`src/rtl/dense_ctrl_pkg.sv`:
```
// Shared types and default dimensions for the dense-layer sequencer.
package dense_ctrl_pkg;

    localparam int N_IN_DEF    = 32;
    localparam int N_OUT_DEF   = 5;
    localparam int MAC_LAT_DEF = 2;
    localparam int ROW_W       = $clog2(N_IN_DEF);

    typedef enum logic [2:0] {
        IDLE  = 3'd0,
        ACCUM = 3'd1,
        DRAIN = 3'd2,
        BIAS  = 3'd3,
        HOLD  = 3'd4
    } state_e;

    // Counter width that stays legal when the count range collapses to a single value.
    function automatic int cnt_w(input int n);
        return (n > 1) ? $clog2(n) : 1;
    endfunction

endpackage

```
`src/rtl/dense_row_counter.sv`:
```
// Loadable up-counter that saturates at a programmable terminal value.
module dense_row_counter #(
    parameter int W = 5
) (
    input  logic         clk,
    input  logic         reset_n,
    input  logic         clr,
    input  logic         load,
    input  logic [W-1:0] load_val,
    input  logic         inc,
    input  logic [W-1:0] last,
    output logic [W-1:0] count,
    output logic         tc
);

    assign tc = (count == last);

    // Increment is gated by tc so the count never wraps past the terminal value.
    always_ff @(posedge clk or negedge reset_n) begin
        if (!reset_n) begin
            count <= '0;
        end else if (clr) begin
            count <= '0;
        end else if (load) begin
            count <= load_val;
        end else if (inc && !tc) begin
            count <= count + W'(1);
        end
    end

endmodule

```
`src/rtl/dense_seq_ctrl.sv`:
```
// Sequencer for a time-multiplexed dense layer: issues one MAC row per cycle,
// waits out the MAC pipeline, pulses bias add and presents the result downstream.
module dense_seq_ctrl
    import dense_ctrl_pkg::*;
#(
    parameter int N_IN    = N_IN_DEF,
    parameter int MAC_LAT = MAC_LAT_DEF,
    localparam int RW     = cnt_w(N_IN),
    localparam int DW     = cnt_w(MAC_LAT)
) (
    input  logic          clk,
    input  logic          reset_n,
    input  logic          abort,
    input  logic          in_valid,
    output logic          in_ready,
    output logic [RW-1:0] row_addr,
    output logic          mac_en,
    output logic          mac_first,
    output logic          bias_en,
    output logic          out_valid,
    input  logic          out_ready,
    output logic          busy
);

    state_e        state;
    state_e        nxt;
    logic          row_tc;
    logic [DW-1:0] drn_cnt;
    logic          drn_tc;

    always_comb begin
        nxt = state;
        case (state)
            IDLE:    if (in_valid && in_ready) nxt = ACCUM;
            ACCUM:   if (row_tc) nxt = DRAIN;
            DRAIN:   if (drn_tc) nxt = BIAS;
            BIAS:    nxt = HOLD;
            HOLD:    if (out_ready) nxt = IDLE;
            default: nxt = IDLE;
        endcase
        if (abort) nxt = IDLE;
    end

    // Row index doubles as the registered row_addr output; it parks at N_IN-1
    // through DRAIN/BIAS/HOLD and returns to 0 whenever the sequencer goes idle.
    dense_row_counter #(.W(RW)) u_row (
        .clk      (clk),
        .reset_n  (reset_n),
        .clr      (nxt == IDLE),
        .load     ((state == IDLE) && (nxt == ACCUM)),
        .load_val ('0),
        .inc      ((state == ACCUM) && (nxt == ACCUM)),
        .last     (RW'(N_IN - 1)),
        .count    (row_addr),
        .tc       (row_tc)
    );

    dense_row_counter #(.W(DW)) u_drain (
        .clk      (clk),
        .reset_n  (reset_n),
        .clr      (state != DRAIN),
        .load     (1'b0),
        .load_val ('0),
        .inc      (state == DRAIN),
        .last     (DW'(MAC_LAT - 1)),
        .count    (drn_cnt),
        .tc       (drn_tc)
    );

    // Outputs are decoded from the next state so they are registered yet aligned with it.
    always_ff @(posedge clk or negedge reset_n) begin
        if (!reset_n) begin
            state     <= IDLE;
            in_ready  <= 1'b0;
            mac_en    <= 1'b0;
            mac_first <= 1'b0;
            bias_en   <= 1'b0;
            out_valid <= 1'b0;
            busy      <= 1'b0;
        end else begin
            state     <= nxt;
            in_ready  <= (nxt == IDLE);
            mac_en    <= (nxt == ACCUM);
            mac_first <= (state == IDLE) && (nxt == ACCUM);
            bias_en   <= (nxt == BIAS);
            out_valid <= (nxt == HOLD);
            busy      <= (nxt != IDLE);
        end
    end

endmodule

```
`config.mk`:
```
export PLATFORM = sky130hd
export DESIGN_NAME = dense_seq_ctrl
export DESIGN_NICKNAME = d
export VERILOG_FILES = /design/src/rtl/dense_ctrl_pkg.sv /design/src/rtl/dense_row_counter.sv /design/src/rtl/dense_seq_ctrl.sv
export SDC_FILE = /design/constraint.sdc
export NUM_CORES = 1
export LEC_CHECK = 0
export BUFFER_PORTS_ARGS = -buffer_cell sky130_fd_sc_hd__buf_2
export CAP_MARGIN = 20
export CORE_UTILIZATION = 40
export CTS_CLUSTER_DIAMETER = 60
export DETAILED_ROUTE_END_ITERATION = 12
export HOLD_SLACK_MARGIN = 0.03
export PLACE_DENSITY = 0.61
export SLEW_MARGIN = 0
export SYNTH_ARGS = -nofsm -noshare
export SYNTH_HDL_FRONTEND = slang
export SYNTH_HIERARCHICAL = 1
export SYNTH_SLANG_ARGS = --single-unit
export TNS_END_PERCENT = 30
```
`constraint.sdc`:
```
create_clock -name clk -period 2.5 [get_ports clk]
set_input_delay 0.25 -clock clk [delete_from_list [all_inputs] [get_ports clk]]
set_output_delay 0.25 -clock clk [all_outputs]
set_load 0.05 [all_outputs]
```
==> results of run 1 <==
-- registers in the layout, indices dropped and copies added, names as in the netlist --
signal         cells
u_row/count        5
in_ready           1
mac_en             1
state              3
u_drain/count      1
mac_first          1
out_valid          1
busy               1
bias_en            1
-- cell type report --
type	instances	area [sq um]	share of cell area (%)
multi-input cells	84	585.6	49.95
flip-flops and latches	15	375.4	32.02
repair buffers	22	130.1	11.10
well taps	28	35.03	2.988
clock buffers	3	22.52	1.921
inverters	5	18.77	1.601
clock inverters	1	5.005	0.4269
-- how the worst min path moves through the flow --
stage,startpoint,slack [ns],cells after the start,to
2_1_floorplan,reset_n,-0.05,0,bias_en
3_3_place_gp,reset_n,0.17,1,in_ready
3_5_place_dp,reset_n,0.18,1,in_ready
4_1_cts,abort,0.17,2,out_valid
5_1_grt,abort,0.18,2,out_valid
6_report,abort,0.19,2,out_valid
-- worst max-delay path, stage by stage (launching register included) --
cell                        delay (ns)
sky130_fd_sc_hd__dfrtp_1          0.49
sky130_fd_sc_hd__xnor2_1          0.15
sky130_fd_sc_hd__nand2_1          0.11
sky130_fd_sc_hd__or2_4            0.28
sky130_fd_sc_hd__inv_1            0.09
sky130_fd_sc_hd__nand2b_1         0.12
sky130_fd_sc_hd__nor3_1           0.05
sky130_fd_sc_hd__buf_4            0.17
sky130_fd_sc_hd__nor2b_1          0.15
sky130_fd_sc_hd__and3_1           0.20
sky130_fd_sc_hd__a2111oi_2        0.33
-- cell families (layout without fill, tap and decap cells) --
family	Yosys count	in the layout	synth area share, %
simple gates	38	38	26.32
compound gates	23	23	18.58
flops	15	15	38.71
buf+inv	11	31	5.935
xor+xnor	6	6	7.355
other cells	2	15	0.7745
fa+ha+maj	1	1	1.290
mux	1	1	1.032
-- Yosys cell counts, drive strengths merged (2+ instances only) --
| cell type | count |
|---|---|
| conb | 2 |
| or2 | 2 |
| inv | 5 |
| xnor2 | 6 |
| dfrtp | 15 |
| and3 | 2 |
| a21oi | 7 |
| a2111oi | 2 |
| a211oi | 3 |
| nand3 | 2 |
| or3b | 2 |
| nand2 | 2 |
| nor3 | 5 |
| buf | 4 |
| nor2b | 4 |
| nor4 | 2 |
| clkbuf | 2 |
| nor2 | 6 |
| a31oi | 2 |
| nand3b | 4 |
-- repair_timing --
item	in CTS	in global routing
endpoints found under the hold margin	15	0
hold buffers	1	0
buffers inserted	0	0
gates resized for setup	0	0
-- power breakdown --
part           leakage [nW]  total [mW]  switching (mW)  internal [mW]
sequential            0.202       0.264          0.0115          0.253
combinational         0.311       0.128          0.0827         0.0448
clock                0.0177       0.142          0.0825         0.0594
-- metal layers --
metal	up-vias	part of all wire (%)	track usage, %
met4	0	0	3.604
li1	408	-	-
met3	0	4.4	5.655
met5	-	0	0
met1	365	51	23.08
met2	16	44	25.00
-- cell usage in the layout, fill, tap and decap left out, types with 2 or more instances in the layout --
cell,count
sky130_fd_sc_hd__and3_1,2
sky130_fd_sc_hd__a211oi_1,2
sky130_fd_sc_hd__nor3_1,5
sky130_fd_sc_hd__nand2_1,2
sky130_fd_sc_hd__nor4_1,2
sky130_fd_sc_hd__dfrtp_1,15
sky130_fd_sc_hd__nand3b_1,4
sky130_fd_sc_hd__xnor2_1,5
sky130_fd_sc_hd__nor2_1,6
sky130_fd_sc_hd__conb_1,15
sky130_fd_sc_hd__nor2b_1,4
sky130_fd_sc_hd__clkbuf_4,3
sky130_fd_sc_hd__buf_2,15
sky130_fd_sc_hd__inv_1,5
sky130_fd_sc_hd__a2111oi_2,2
sky130_fd_sc_hd__a21oi_1,7
sky130_fd_sc_hd__buf_4,6
sky130_fd_sc_hd__a31oi_1,2
-- metrics by stage --
stage / hold slack, ns / std cells / area [sq um] / utilization [%]
2_1_floorplan: -0.04559 / 110 / 1018 / -
3_3_place_gp: 0.1701 / 153 / 1135 / 50.33
3_5_place_dp: 0.1754 / 153 / 1135 / 50.33
4_1_cts: 0.1739 / 158 / 1172 / 52.00
5_1_grt: 0.1786 / 158 / 1172 / 52.00
6_report: 0.1859 / 158 / 1172 / 52.00
==> summary.txt, run 1 <==
SYNTH
--------------------------------------------------------------------------------------
Count of synthesis-stage warnings from yosys                                         6
Number of enable-type register cells in the synthesized netlist                      0
Area leader, netlist                                                      sky130_fd_sc_hd__dfrtp_1
Top cells by area, synth                                                  sky130_fd_sc_hd__dfrtp_1, sky130_fd_sc_hd__xnor2_1, sky130_fd_sc_hd__a21oi_1, sky130_fd_sc_hd__a2111oi_2, sky130_fd_sc_hd__nand3b_1
Area share of the largest cell type after synthesis                             38.71%
Cells after synthesis                                                               97
Fraction of registers with async set or reset after synthesis                   100.0%
Post-Syn Area                                                              969.7 sq um
Most used DFF post-synth                                                  sky130_fd_sc_hd__dfrtp_1
Number of distinct standard cells referenced by the synthesized netlist             45
Post-Syn Area per Cell                                                     9.997 sq um
Post-synthesis register bit count                                                   15
Proportion of synthesized chip area in sequential cells                         38.71%

CLOCKING
--------------------------------------------------------------------------------------
Cell at the root of the clock tree                                        sky130_fd_sc_hd__clkbuf_4
Clock slew seen by the registers of the worst setup and hold paths             0.10 ns
Max Buffers Root-to-Sink                                                             2
Total CTS buffers                                                                    3
Clock tree from TritonCTS                                                          yes
Number of sinks handled by clock tree synthesis                                     15
Source-to-sink clock delay at the later pin of the worst-skew pair             0.29 ns
H-Tree Level Count                                                                   1

CRITICAL PATH
--------------------------------------------------------------------------------------
Largest fanout on the critical path                                                  7
Capture point of the worst path                                           u_row/count[2]
Critical register-to-register path startpoint                             u_row/count[1]
Crit end category                                                                 flop
Setup slack of the worst register-to-register path                             0.27 ns
Launching instance or port of the critical path                           u_row/count[1]
R2R Path End                                                              u_row/count[2]
Critical path arrival                                                          2.42 ns
Kind of launch point of the worst setup path                                      flop
Startpoint-to-endpoint class of the critical path                           reg -> reg
Worst Reg-to-Reg Cells                                                              10
Worst endpoint required time                                                   2.69 ns

TIMING
--------------------------------------------------------------------------------------
Setup ws final                                                               0.2695 ns
Clock skew after layout                                                     0.01397 ns
Fmax                                                                         448.3 MHz
Time the worst path needs with I/O delays and setup                           2.231 ns
Number of setup violations in the final report                                       0
Unrepaired setup endpoints after global routing                                     no
Max-slew violations                                                                  0
TNS Setup                                                                         0 ns
Final period util                                                               89.22%
Hold violation count in the final report                                             0

GLOBAL ROUTING
--------------------------------------------------------------------------------------
Initial antenna violation count                                                      0
Grt total ovfl                                                                       0
Number of global-route vias before repair                                          702
Wire length of the first global-routing pass                                  3.222 mm
GRT Total Usage                                                                 16.67%
Pin count of the biggest net entering global routing                                20

PLACEMENT
--------------------------------------------------------------------------------------
Weighted congestion reported at the end of routability-driven placement         0.8275
Pre-CTS worst setup slack                                                    0.2712 ns
Buffers on Ports                                                                    15
Sum of net half-perimeters after detailed placement                           1.386 mm

POWER AND IR DROP
--------------------------------------------------------------------------------------
Leakage power summed over all cells                                          0.5307 nW
Cell Pwr Density                                                          455.1 nW/um^2
Worst voltage drop across the vdd grid                                       0.3359 mV
Post-layout power                                                            0.5336 mW

FLOORPLAN
--------------------------------------------------------------------------------------
I/O pin count                                                                       16
Starting density of the core                                                    43.01%
Die boundary height                                                           51.24 um
Width of the chip                                                             51.24 um
Standard-cell row count                                                             17
Total Die Area                                                              2625 sq um
Core outline area                                                           2255 sq um

ROUTING
--------------------------------------------------------------------------------------
Initial detailed-routing violation count                                            11
WL final                                                                      1.846 mm
Antenna-violating nets left                                                          0
Via-per-instance ratio                                                           4.994
Vias                                                                               789
# DRC                                                                                0
First-pass detailed-route iteration total                                            4
Wire length per cell                                                          11.68 um

FINAL LAYOUT
--------------------------------------------------------------------------------------
# diodes                                                                             0
Layout overhead on the synthesized area                                         20.90%
Number of nets in the final layout                                                 137
Fill cell count                                                                    221
Ratio of cells with drive above 1 in the final layout                           28.46%

OUTCOME
--------------------------------------------------------------------------------------
Run status                                                                finished clean

MIN PATH
--------------------------------------------------------------------------------------
Tightest Hold Check Type                                                     in -> reg

RUN
--------------------------------------------------------------------------------------
Number of max-cap violations                                                         0

Power figures use the tool's default switching activity.
==> run 2, diff against run 1 <==
--- a/config.mk
+++ b/config.mk
@@ -8,6 +8,7 @@
 export BUFFER_PORTS_ARGS = -buffer_cell sky130_fd_sc_hd__buf_2
 export CAP_MARGIN = 20
 export CORE_UTILIZATION = 40
+export CTS_BUF_LIST = sky130_fd_sc_hd__clkbuf_16
 export CTS_CLUSTER_DIAMETER = 60
 export DETAILED_ROUTE_END_ITERATION = 12
 export HOLD_SLACK_MARGIN = 0.03
==> run 2 against run 1 <==
Compared with the run above:
- hold slack improved by 0.054 ns
- routed wire length rose by 0.70%
- design area rose by 4.5%
- sequential cell count did not move
- largest cell class unchanged
==> summary.txt, run 2 (synthesis gave the netlist of run 1 again) <==
OUTCOME
--------------------------------------------------------------------------------------
Run status                                                                finished clean

CLOCKING
--------------------------------------------------------------------------------------
Source-to-sink clock delay at the later pin of the worst-skew pair             0.25 ns
H-Tree Level Count                                                                   1
Number of sinks handled by clock tree synthesis                                     15
Buffer count from post-CTS setup fixing                                              0
Max Buffers Root-to-Sink                                                             2
Clock slew seen by the registers of the worst setup and hold paths             0.05 ns
Clock tree from TritonCTS                                                          yes
Total CTS buffers                                                                    3
Cell at the root of the clock tree                                        sky130_fd_sc_hd__clkbuf_16

ROUTING
--------------------------------------------------------------------------------------
# DRC                                                                                0
First-pass detailed-route iteration total                                            2
Via-per-instance ratio                                                           4.968
Wire length per cell                                                          11.77 um
Antenna-violating nets left                                                          0
Vias                                                                               785
Initial detailed-routing violation count                                            14
WL final                                                                      1.859 mm

GLOBAL ROUTING
--------------------------------------------------------------------------------------
GRT Total Usage                                                                 16.79%
Wire length of the first global-routing pass                                  3.201 mm
Pin count of the biggest net entering global routing                                20
Grt total ovfl                                                                       0
Initial antenna violation count                                                      0
Number of global-route vias before repair                                          701

FINAL LAYOUT
--------------------------------------------------------------------------------------
Leading cell types in the layout, fill and taps excluded                  sky130_fd_sc_hd__dfrtp_1, sky130_fd_sc_hd__buf_2, sky130_fd_sc_hd__conb_1, sky130_fd_sc_hd__a21oi_1
Fraction of the core area covered by cells at the end of the flow               54.33%
Number of nets in the final layout                                                 137
Layout overhead on the synthesized area                                         26.32%
Ratio of cells with drive above 1 in the final layout                           28.46%
Fill cell count                                                                    213
Largest register by flop count                                             u_row/count
Flip-flop count of the largest register after layout                                 5
Leading registers by flop count                                           u_row/count x5, state x3
# diodes                                                                             0

POWER AND IR DROP
--------------------------------------------------------------------------------------
Seq pwr share                                                                    37.6%
Post-layout power                                                            0.7055 mW
Sw Share                                                                        27.44%
Leakage power summed over all cells                                          0.5539 nW
Combinational fraction of design power                                           18.1%
Cell Pwr Density                                                          575.9 nW/um^2
Internal Pwr Total                                                           0.5119 mW
NetSw                                                                        0.1936 mW
Worst voltage drop across the vdd grid                                       0.5973 mV
Power share of the clock group                                                   44.3%

TIMING
--------------------------------------------------------------------------------------
TNS Setup                                                                         0 ns
Setup ws final                                                               0.2670 ns
Final period util                                                               89.32%
Time the worst path needs with I/O delays and setup                           2.233 ns
Max-slew violations                                                                  0
Clock skew after layout                                                    0.006579 ns
Hold violation count in the final report                                             0
Fmax                                                                         447.8 MHz
Unrepaired setup endpoints after global routing                                     no
Worst hold slack                                                             0.2396 ns
Number of setup violations in the final report                                       0

CRITICAL PATH
--------------------------------------------------------------------------------------
Crit end category                                                                 flop
Kind of launch point of the worst setup path                                      flop
Worst endpoint required time                                                   2.64 ns
R2R Path End                                                              u_row/count[2]
Critical register-to-register path startpoint                             u_row/count[1]
Worst Reg-to-Reg Cells                                                              10
Largest fanout on the critical path                                                  7
Setup slack of the worst register-to-register path                             0.27 ns
Startpoint-to-endpoint class of the critical path                           reg -> reg
Critical path arrival                                                          2.38 ns

MIN PATH
--------------------------------------------------------------------------------------
Tightest Hold Check Type                                                     in -> reg
Min-Delay Path Depth                                                                 2
Worst hold endpoint                                                          out_valid
Min-Delay Startpoint                                                             abort

FLOORPLAN
--------------------------------------------------------------------------------------
Standard-cell row count                                                             17
Die boundary height                                                           51.24 um
Starting density of the core                                                    43.01%
Total Die Area                                                              2625 sq um
I/O pin count                                                                       16
Core outline area                                                           2255 sq um
Width of the chip                                                             51.24 um

PLACEMENT
--------------------------------------------------------------------------------------
Sum of net half-perimeters after detailed placement                           1.386 mm
Weighted congestion reported at the end of routability-driven placement         0.8275
Buffers on Ports                                                                    15
Pre-CTS worst setup slack                                                    0.2712 ns

RUN
--------------------------------------------------------------------------------------
Number of max-cap violations                                                         0

run 2: power by group through the flow:
stage	Sequential (mW)	Combinational [mW]	Clock (mW)
floorplan	0.295	0.0674	0
global placement	0.268	0.127	0
detailed placement	0.269	0.126	0
CTS	0.265	0.128	0.323
global route	0.267	0.140	0.336
finish	0.265	0.128	0.313
run 2: area by class of cell:
class | count | area [sq um] | area share, %
inverters | 5 | 18.77 | 1.532
multi-input cells | 84 | 585.6 | 47.80
clock buffers | 3 | 75.07 | 6.129
repair buffers | 22 | 130.1 | 10.62
clock inverters | 1 | 5.005 | 0.4086
well taps | 28 | 35.03 | 2.860
flip-flops and latches | 15 | 375.4 | 30.64
run 2: metal layers:
metal	up-vias	GRT usage [%]	part of all wire, %
met5	-	0	0
met4	0	5.405	0.81
met3	2	4.464	4.0
met2	18	25.66	43
met1	357	22.89	52
li1	408	-	-
run 2: stage by stage:
step / std cells / area [sq um]
4_1_cts: 158 / 1225
2_1_floorplan: 110 / 1018
3_3_place_gp: 153 / 1135
6_report: 158 / 1225
3_5_place_dp: 153 / 1135
5_1_grt: 158 / 1225
run 2: how the worst max path moves through the flow:
stage | slack [ns] | from | endpoint
floorplan | 0.05 | u_row/count[3] | u_row/count[2]
detailed placement | 0.27 | u_row/count[1] | u_row/count[2]
global route | 0.07 | u_row/count[1] | u_row/count[2]
CTS | 0.28 | u_row/count[1] | u_row/count[2]
finish | 0.27 | u_row/count[1] | u_row/count[2]
global placement | 0.33 | u_row/count[1] | u_row/count[1]
run 2: repair_timing:
item                                   4_1_cts  5_1_grt
hold buffers                                 1        0
endpoints found under the hold margin       15        0
gates resized for setup                      0        0
run 2: worst max-delay path: stages (launching register included):
cell                        delay, ns
sky130_fd_sc_hd__dfrtp_1         0.47
sky130_fd_sc_hd__xnor2_1         0.15
sky130_fd_sc_hd__nand2_1         0.11
sky130_fd_sc_hd__or2_4           0.28
sky130_fd_sc_hd__inv_1           0.09
sky130_fd_sc_hd__nand2b_1        0.12
sky130_fd_sc_hd__nor3_1          0.05
sky130_fd_sc_hd__buf_4           0.17
sky130_fd_sc_hd__nor2b_1         0.16
sky130_fd_sc_hd__and3_1          0.20
sky130_fd_sc_hd__a2111oi_2       0.33
